## src/rtl/conv_pkg.sv

```systemverilog
// Shared constants for the SRAM port arbiter: default widths, requester ids
// and the one-hot arbitration states.
package conv_pkg;

  localparam int AW_DEFAULT        = 12;
  localparam int DW_DEFAULT        = 16;
  localparam int MAX_BURST_DEFAULT = 16;
  localparam int RD_LAT_DEFAULT    = 1;

  localparam logic ID_REQ0 = 1'b0;
  localparam logic ID_REQ1 = 1'b1;

  typedef enum logic [2:0] {
    S_IDLE = 3'b001,
    S_OWN0 = 3'b010,
    S_OWN1 = 3'b100
  } arb_state_t;

endpackage

```

## src/rtl/rr_grant2.sv

```systemverilog
// Two-way round-robin grant; the pointer moves to the other side on every
// accepted beat, or is forced when a locked burst is cut short.
module rr_grant2
  import conv_pkg::*;
(
  input  logic       clk,
  input  logic       reset,
  input  logic [1:0] req,
  input  logic       force_en,
  input  logic       force_ptr,
  output logic [1:0] grant
);

  logic ptr;

  always_comb begin
    grant = 2'b00;
    if (req[0] && (!req[1] || ptr == ID_REQ0)) begin
      grant[0] = 1'b1;
    end else if (req[1]) begin
      grant[1] = 1'b1;
    end
  end

  // A real grant always wins over a forced pointer value.
  always_ff @(posedge clk or posedge reset) begin
    if (reset) begin
      ptr <= ID_REQ0;
    end else if (grant[0]) begin
      ptr <= ID_REQ1;
    end else if (grant[1]) begin
      ptr <= ID_REQ0;
    end else if (force_en) begin
      ptr <= force_ptr;
    end
  end

endmodule

```

## src/rtl/sram_port_arbiter.sv

```systemverilog
// Shares one SRAM port between the convolution engine (0) and the host loader (1):
// one beat per cycle, round-robin with capped locked bursts, read data routed by tag.
module sram_port_arbiter
  import conv_pkg::*;
#(
  parameter int AW        = AW_DEFAULT,
  parameter int DW        = DW_DEFAULT,
  parameter int MAX_BURST = MAX_BURST_DEFAULT,
  parameter int RD_LAT    = RD_LAT_DEFAULT
) (
  input  logic          clk,
  input  logic          reset,
  input  logic          req0_valid,
  output logic          req0_ready,
  input  logic          req0_we,
  input  logic          req0_lock,
  input  logic [AW-1:0] req0_addr,
  input  logic [DW-1:0] req0_wdata,
  output logic          rsp0_valid,
  output logic [DW-1:0] rsp0_rdata,
  input  logic          req1_valid,
  output logic          req1_ready,
  input  logic          req1_we,
  input  logic          req1_lock,
  input  logic [AW-1:0] req1_addr,
  input  logic [DW-1:0] req1_wdata,
  output logic          rsp1_valid,
  output logic [DW-1:0] rsp1_rdata,
  output logic [AW-1:0] sram_read_address,
  output logic [AW-1:0] sram_write_address,
  output logic [DW-1:0] sram_write_data,
  output logic          sram_write_enable,
  input  logic [DW-1:0] sram_read_data,
  output logic [1:0]    owner
);

  localparam int CW = $clog2(MAX_BURST + 1);
  localparam logic [CW-1:0] MAX_CNT = CW'(MAX_BURST);

  arb_state_t    state, state_next;
  logic [CW-1:0] beat_cnt, beat_cnt_next;
  logic [1:0]    rr_req, grant;
  logic          preempt, preempt_ptr;
  logic          accept, acc_we, rd_accept;
  logic [AW-1:0] acc_addr;
  logic [DW-1:0] acc_wdata;
  logic [RD_LAT:0] tag_valid, tag_id;

  // While a side owns the port, the other side's request is hidden from the arbiter.
  always_comb begin
    rr_req = {req1_valid, req0_valid};
    if (state == S_OWN0) begin
      rr_req = {1'b0, req0_valid};
    end else if (state == S_OWN1) begin
      rr_req = {req1_valid, 1'b0};
    end
  end

  rr_grant2 u_rr_grant2 (
    .clk       (clk),
    .reset     (reset),
    .req       (rr_req),
    .force_en  (preempt),
    .force_ptr (preempt_ptr),
    .grant     (grant)
  );

  assign req0_ready = grant[0] & ~reset;
  assign req1_ready = grant[1] & ~reset;

  assign accept    = |grant;
  assign acc_we    = grant[1] ? req1_we    : req0_we;
  assign acc_addr  = grant[1] ? req1_addr  : req0_addr;
  assign acc_wdata = grant[1] ? req1_wdata : req0_wdata;
  assign rd_accept = accept & ~acc_we;

  always_comb begin
    state_next    = state;
    beat_cnt_next = beat_cnt;
    preempt       = 1'b0;
    preempt_ptr   = ID_REQ0;
    if (grant[0]) begin
      if (req0_lock) begin
        state_next    = S_OWN0;
        beat_cnt_next = (state != S_OWN0) ? CW'(1) :
                        (beat_cnt == MAX_CNT) ? beat_cnt : beat_cnt + CW'(1);
      end else begin
        state_next    = S_IDLE;
        beat_cnt_next = '0;
      end
    end else if (grant[1]) begin
      if (req1_lock) begin
        state_next    = S_OWN1;
        beat_cnt_next = (state != S_OWN1) ? CW'(1) :
                        (beat_cnt == MAX_CNT) ? beat_cnt : beat_cnt + CW'(1);
      end else begin
        state_next    = S_IDLE;
        beat_cnt_next = '0;
      end
    end
    // A saturated burst yields as soon as the other side is waiting, lock or not.
    if (beat_cnt_next >= MAX_CNT &&
        ((state_next == S_OWN0 && req1_valid) || (state_next == S_OWN1 && req0_valid))) begin
      preempt       = 1'b1;
      preempt_ptr   = (state_next == S_OWN0) ? ID_REQ1 : ID_REQ0;
      state_next    = S_IDLE;
      beat_cnt_next = '0;
    end
  end

  always_ff @(posedge clk or posedge reset) begin
    if (reset) begin
      state    <= S_IDLE;
      beat_cnt <= '0;
    end else begin
      state    <= state_next;
      beat_cnt <= beat_cnt_next;
    end
  end

  always_comb begin
    owner = 2'b00;
    case (state)
      S_OWN0:  owner = 2'b01;
      S_OWN1:  owner = 2'b10;
      default: owner = 2'b00;
    endcase
  end

  always_ff @(posedge clk or posedge reset) begin
    if (reset) begin
      sram_read_address  <= '0;
      sram_write_address <= '0;
      sram_write_data    <= '0;
      sram_write_enable  <= 1'b0;
    end else begin
      sram_write_enable <= 1'b0;
      if (accept) begin
        if (acc_we) begin
          sram_write_address <= acc_addr;
          sram_write_data    <= acc_wdata;
          sram_write_enable  <= 1'b1;
        end else begin
          sram_read_address <= acc_addr;
        end
      end
    end
  end

  // Tag pipe: one stage for the address register plus RD_LAT stages of SRAM latency.
  always_ff @(posedge clk or posedge reset) begin
    if (reset) begin
      tag_valid <= '0;
      tag_id    <= '0;
    end else begin
      tag_valid <= {tag_valid[RD_LAT-1:0], rd_accept};
      tag_id    <= {tag_id[RD_LAT-1:0], grant[1]};
    end
  end

  assign rsp0_valid = tag_valid[RD_LAT] & (tag_id[RD_LAT] == ID_REQ0);
  assign rsp1_valid = tag_valid[RD_LAT] & (tag_id[RD_LAT] == ID_REQ1);
  assign rsp0_rdata = rsp0_valid ? sram_read_data : '0;
  assign rsp1_rdata = rsp1_valid ? sram_read_data : '0;

endmodule

```

## config.mk

```make
export PLATFORM = sky130hd
export DESIGN_NAME = sram_port_arbiter
export DESIGN_NICKNAME = d
export VERILOG_FILES = /design/src/rtl/conv_pkg.sv /design/src/rtl/rr_grant2.sv /design/src/rtl/sram_port_arbiter.sv
export SDC_FILE = /design/constraint.sdc
export NUM_CORES = 1
export LEC_CHECK = 0
export BUFFER_PORTS_ARGS = -buffer_cell sky130_fd_sc_hd__clkbuf_2
export CAP_MARGIN = 40
export CORE_MARGIN = 1.5
export CORE_UTILIZATION = 50
export CTS_CLUSTER_SIZE = 28
export DETAILED_ROUTE_END_ITERATION = 16
export PLACE_DENSITY = 0.86
export SLEW_MARGIN = 20
export SYNTH_ARGS = -nofsm -noshare
export SYNTH_HDL_FRONTEND = slang
export SYNTH_SLANG_ARGS = --single-unit
```

## constraint.sdc

```tcl
create_clock -name clk -period 4 [get_ports clk]
set_input_delay 0.2 -clock clk [delete_from_list [all_inputs] [get_ports clk]]
set_output_delay 0.2 -clock clk [all_outputs]
set_load 0.01 [all_outputs]
```

==> results.json <==
{
  "timing.final.setup_violations": 0,
  "path_depth_of_the_worst_reg2reg_path": 6,
  "ys_seq_area_share_pct": 42.7,
  "clk_transition_reported_paths_ps": 90,
  "route.antenna.remaining_nets": 0,
  "r2r_setup_slack_ps": 1600,
  "synthArstFlopShare_pct": 100,
  "synth.ff_latch_count": 54,
  "synthCells": 264,
  "initial_core_util_pct": 52.5,
  "ctsLongestPathBuffers": 2,
  "cts.root.buffer_cell": "sky130_fd_sc_hd__clkbuf_8",
  "final.period_utilization_pct": 60.0,
  "via_cell_ratio": 5.36,
  "place_ws_ps": 1600,
  "die_area_mm2": 0.00682,
  "cap_viol_max_count": 0,
  "post-route-drc-count": 0,
  "fraction_of_post_synthesis_cell_area_in_the_top_cell_type_by_area_pct": 41.9,
  "slew-limit-headroom_pct": 48.7,
  "setup_bufs_post_cts": 0,
  "yosys.area_share.adder_pct": 0.791,
  "hold_path.startpoint": "req0_wdata[12]",
  "xor_and_xnor_fraction_of_the_mapped_netlist_area_pct": 0.830,
  "cp-end-kind": "flop",
  "synth_area_in_compound_gates_pct": 9.01,
  "ys.warnings.count": 0,
  "timing.final.max_slew_violations": 0,
  "register_area_mm2": 0.00135,
  "drt_wl_total_um": 7460,
  "die_y_um": 82.6,
  "globalplace.congestion": 0.849,
  "synth_top_cells_by_area": "sky130_fd_sc_hd__dfrtp_1 (42%), sky130_fd_sc_hd__mux2_2 (18%), sky130_fd_sc_hd__mux2_4 (8.5%)",
  "ys_top_cells_by_count": "sky130_fd_sc_hd__dfrtp_1 (53), sky130_fd_sc_hd__mux2_2 (50), sky130_fd_sc_hd__and2_1 (18), sky130_fd_sc_hd__mux2_4 (18), sky130_fd_sc_hd__and3_1 (17)",
  "io_pins": 159,
  "synthSimpleGateAreaFrac_pct": 14.5,
  "worst_r2r_endpoint": "sram_write_address[11]",
  "grt_first_pass_wirelength_um": 11400,
  "multiInputGateArea_mm2": 0.00163,
  "synth_fp_nets": 346,
  "dr.pass1.iters": 6,
  "core_mm2": 0.00603,
  "clock_sink_count": 54,
  "dpl.cell_count": 482,
  "power_per_cell_area_mw_per_mm2": 482,
  "setup_repair_after_global_routing_missed_its_margin": "no",
  "ys.flop_type": "sky130_fd_sc_hd__dfrtp_1",
  "instances_no_fill": 490,
  "yosys.area.top_type": "sky130_fd_sc_hd__dfrtp_1",
  "clock_tree.htree_level_count": 2,
  "cp-start-kind": "flop",
  "antenna-diode-count": 0,
  "timing_worst_setup_path_type": "flop to flop",
  "die_width_um": 82.6,
  "number_of_synthesized_flops_with_an_enable_pin": 0,
  "combinational_family_with_the_most_area_after_synthesis": "multiplexers",
  "cp-startpoint": "state[2]",
  "hold_viol_final": 0,
  "place.detailed.hpwl_um": 5870,
  "clk-insertion-delay-late_ps": 290,
  "antenna_found_initial": 0,
  "drt_first_iter_violations": 96,
  "syn-mean-instance-area_um2": 12.0,
  "syn_area_mm2": 0.00317,
  "finalWorstPathRequiredPeriod_ps": 2400,
  "netlist-cell-type-count": 54,
  "cts.hold.buffers_added": 1,
  "clock.fmax_mhz": 417,
  "post_route_cells_drive_above_1_share_pct": 60.0,
  "final_net_count": 497,
  "grt-ovfl-total": 0,
  "finalWorstSetupSlack_ps": 1600,
  "cp_max_fo": 18,
  "worstPathRequired_ps": 4190,
  "worst_pin_slew_ps": 768,
  "num_rows": 28,
  "timing.setup.tns_ps": 0,
  "fin_util_pct": 67.1,
  "areaGrowthSynthToFinish_pct": 27.7,
  "cts_tree": "yes",
  "critical_path.reg2reg.startpoint": "state[2]",
  "synthMuxAreaShare_pct": 26.3,
  "worstSetupEndpoint": "sram_write_address[11]",
  "vdd_ir_drop_max_mv": 0.348,
  "timing.clock.skew_ps": 4.90,
  "cts-resized-gates": 0,
  "power.static_leakage_uw": 0.00213,
  "gr-usage-all-layers_pct": 21.7,
  "post_drt_wl_per_cell_um": 15.2,
  "grt_start_max_net_pins": 39,
  "buffer_ports.inserted": 158,
  "detailroute.via_count": 2624,
  "layout.filler_cells": 505,
  "fin_total_pwr_uw": 1950,
  "number_of_global_route_vias_before_repair": 2526,
  "worst_ep_arrival_time_ps": 2590,
  "run_status": "finished clean",
  "tritoncts_buffers": 5,
  "synth.most_common_cell": "sky130_fd_sc_hd__dfrtp_1",
  "worstHoldPathType": "input pin to flop"
}
worst max-delay path: stages, from the launching register on:
cell                      delay, ps
sky130_fd_sc_hd__dfrtp_1        480
sky130_fd_sc_hd__or2_1          280
sky130_fd_sc_hd__and2_4         170
sky130_fd_sc_hd__o21ai_4        490
sky130_fd_sc_hd__buf_16         240
sky130_fd_sc_hd__mux2_2         360
sky130_fd_sc_hd__mux2_4         270
stage by stage:
stage | hold slack [ps] | area [um2]
floorplan | 331 | 3170
global placement | 201 | 3910
detailed placement | 215 | 3950
CTS | 245 | 4040
global route | 268 | 4040
finish | 263 | 4040
flip-flops by register name (all words and copies together) (netlist names):
| signal | flops |
|---|---|
| beat_cnt | 5 |
| sram_write_data | 16 |
| u_rr_grant2.ptr | 1 |
| state | 3 |
| sram_write_address | 12 |
| tag_id | 2 |
| sram_write_enable | 1 |
| sram_read_address | 12 |
| tag_valid | 2 |
power by group:
group,total (uW),internal [uW],switching [uW]
registers,848,723,125
logic,819,442,377
clock network,279,118,161
cells in the final DEF (no fill, tap or decap), types with 2 or more instances in the layout:
master                     count
sky130_fd_sc_hd__and2_1       18
sky130_fd_sc_hd__nor2_1        7
sky130_fd_sc_hd__clkbuf_8      5
sky130_fd_sc_hd__o21ai_0       7
sky130_fd_sc_hd__a21oi_1       5
sky130_fd_sc_hd__nor3_1        4
sky130_fd_sc_hd__nand3_1       4
sky130_fd_sc_hd__ha_1          2
sky130_fd_sc_hd__mux2_2       50
sky130_fd_sc_hd__mux2_4       18
sky130_fd_sc_hd__o211ai_1      2
sky130_fd_sc_hd__xor2_1        2
sky130_fd_sc_hd__nor2b_1       3
sky130_fd_sc_hd__inv_1         7
sky130_fd_sc_hd__a31oi_1       3
sky130_fd_sc_hd__dfrtp_1      53
sky130_fd_sc_hd__o22ai_1       2
sky130_fd_sc_hd__nand2b_1      2
sky130_fd_sc_hd__and3_1       17
sky130_fd_sc_hd__nand2_1       7
sky130_fd_sc_hd__buf_4         2
sky130_fd_sc_hd__clkinv_2      2
sky130_fd_sc_hd__clkbuf_2    158
layout make-up:
class                      instances  share of cell area [%]
clock buffer                       5                    1.70
clock inverter                     2                   0.248
inverter                           8                   0.743
multi-input combinational        183                    40.3
sequential                        54                    33.5
tap                               75                    2.32
timing repair buffer             163                    21.2
logic make-up (layout without fill, tap and decap cells):
logic type / Yosys count / count (layout)
DFF: 54 / 54
muxes: 68 / 68
adders and majority gates: 2 / 2
xor gates and xnor gates: 3 / 3
buffers and inverters: 27 / 178
and+or+nand+nor: 75 / 75
AOI/OAI and AO/OA: 35 / 35
how the worst min path moves through the flow:
stage | to | cells after the start | slack [ps]
floorplan | tag_id[1] | 0 | 330
global placement | sram_write_data[2] | 2 | 200
detailed placement | sram_write_data[2] | 2 | 210
CTS | beat_cnt[0] | 3 | 240
global route | sram_write_data[7] | 3 | 270
finish | sram_write_data[12] | 3 | 260
metal layers:
| layer | GRT usage (%) | wire (um) |
|---|---|---|
| met2 | 41.8 | 4010 |
| met1 | 25.2 | 2870 |
| met5 | 0 | 0 |
| met3 | 3.30 | 525 |
| met4 | 4.17 | 51 |
No activity file was read; power rests on OpenSTA's default activity.
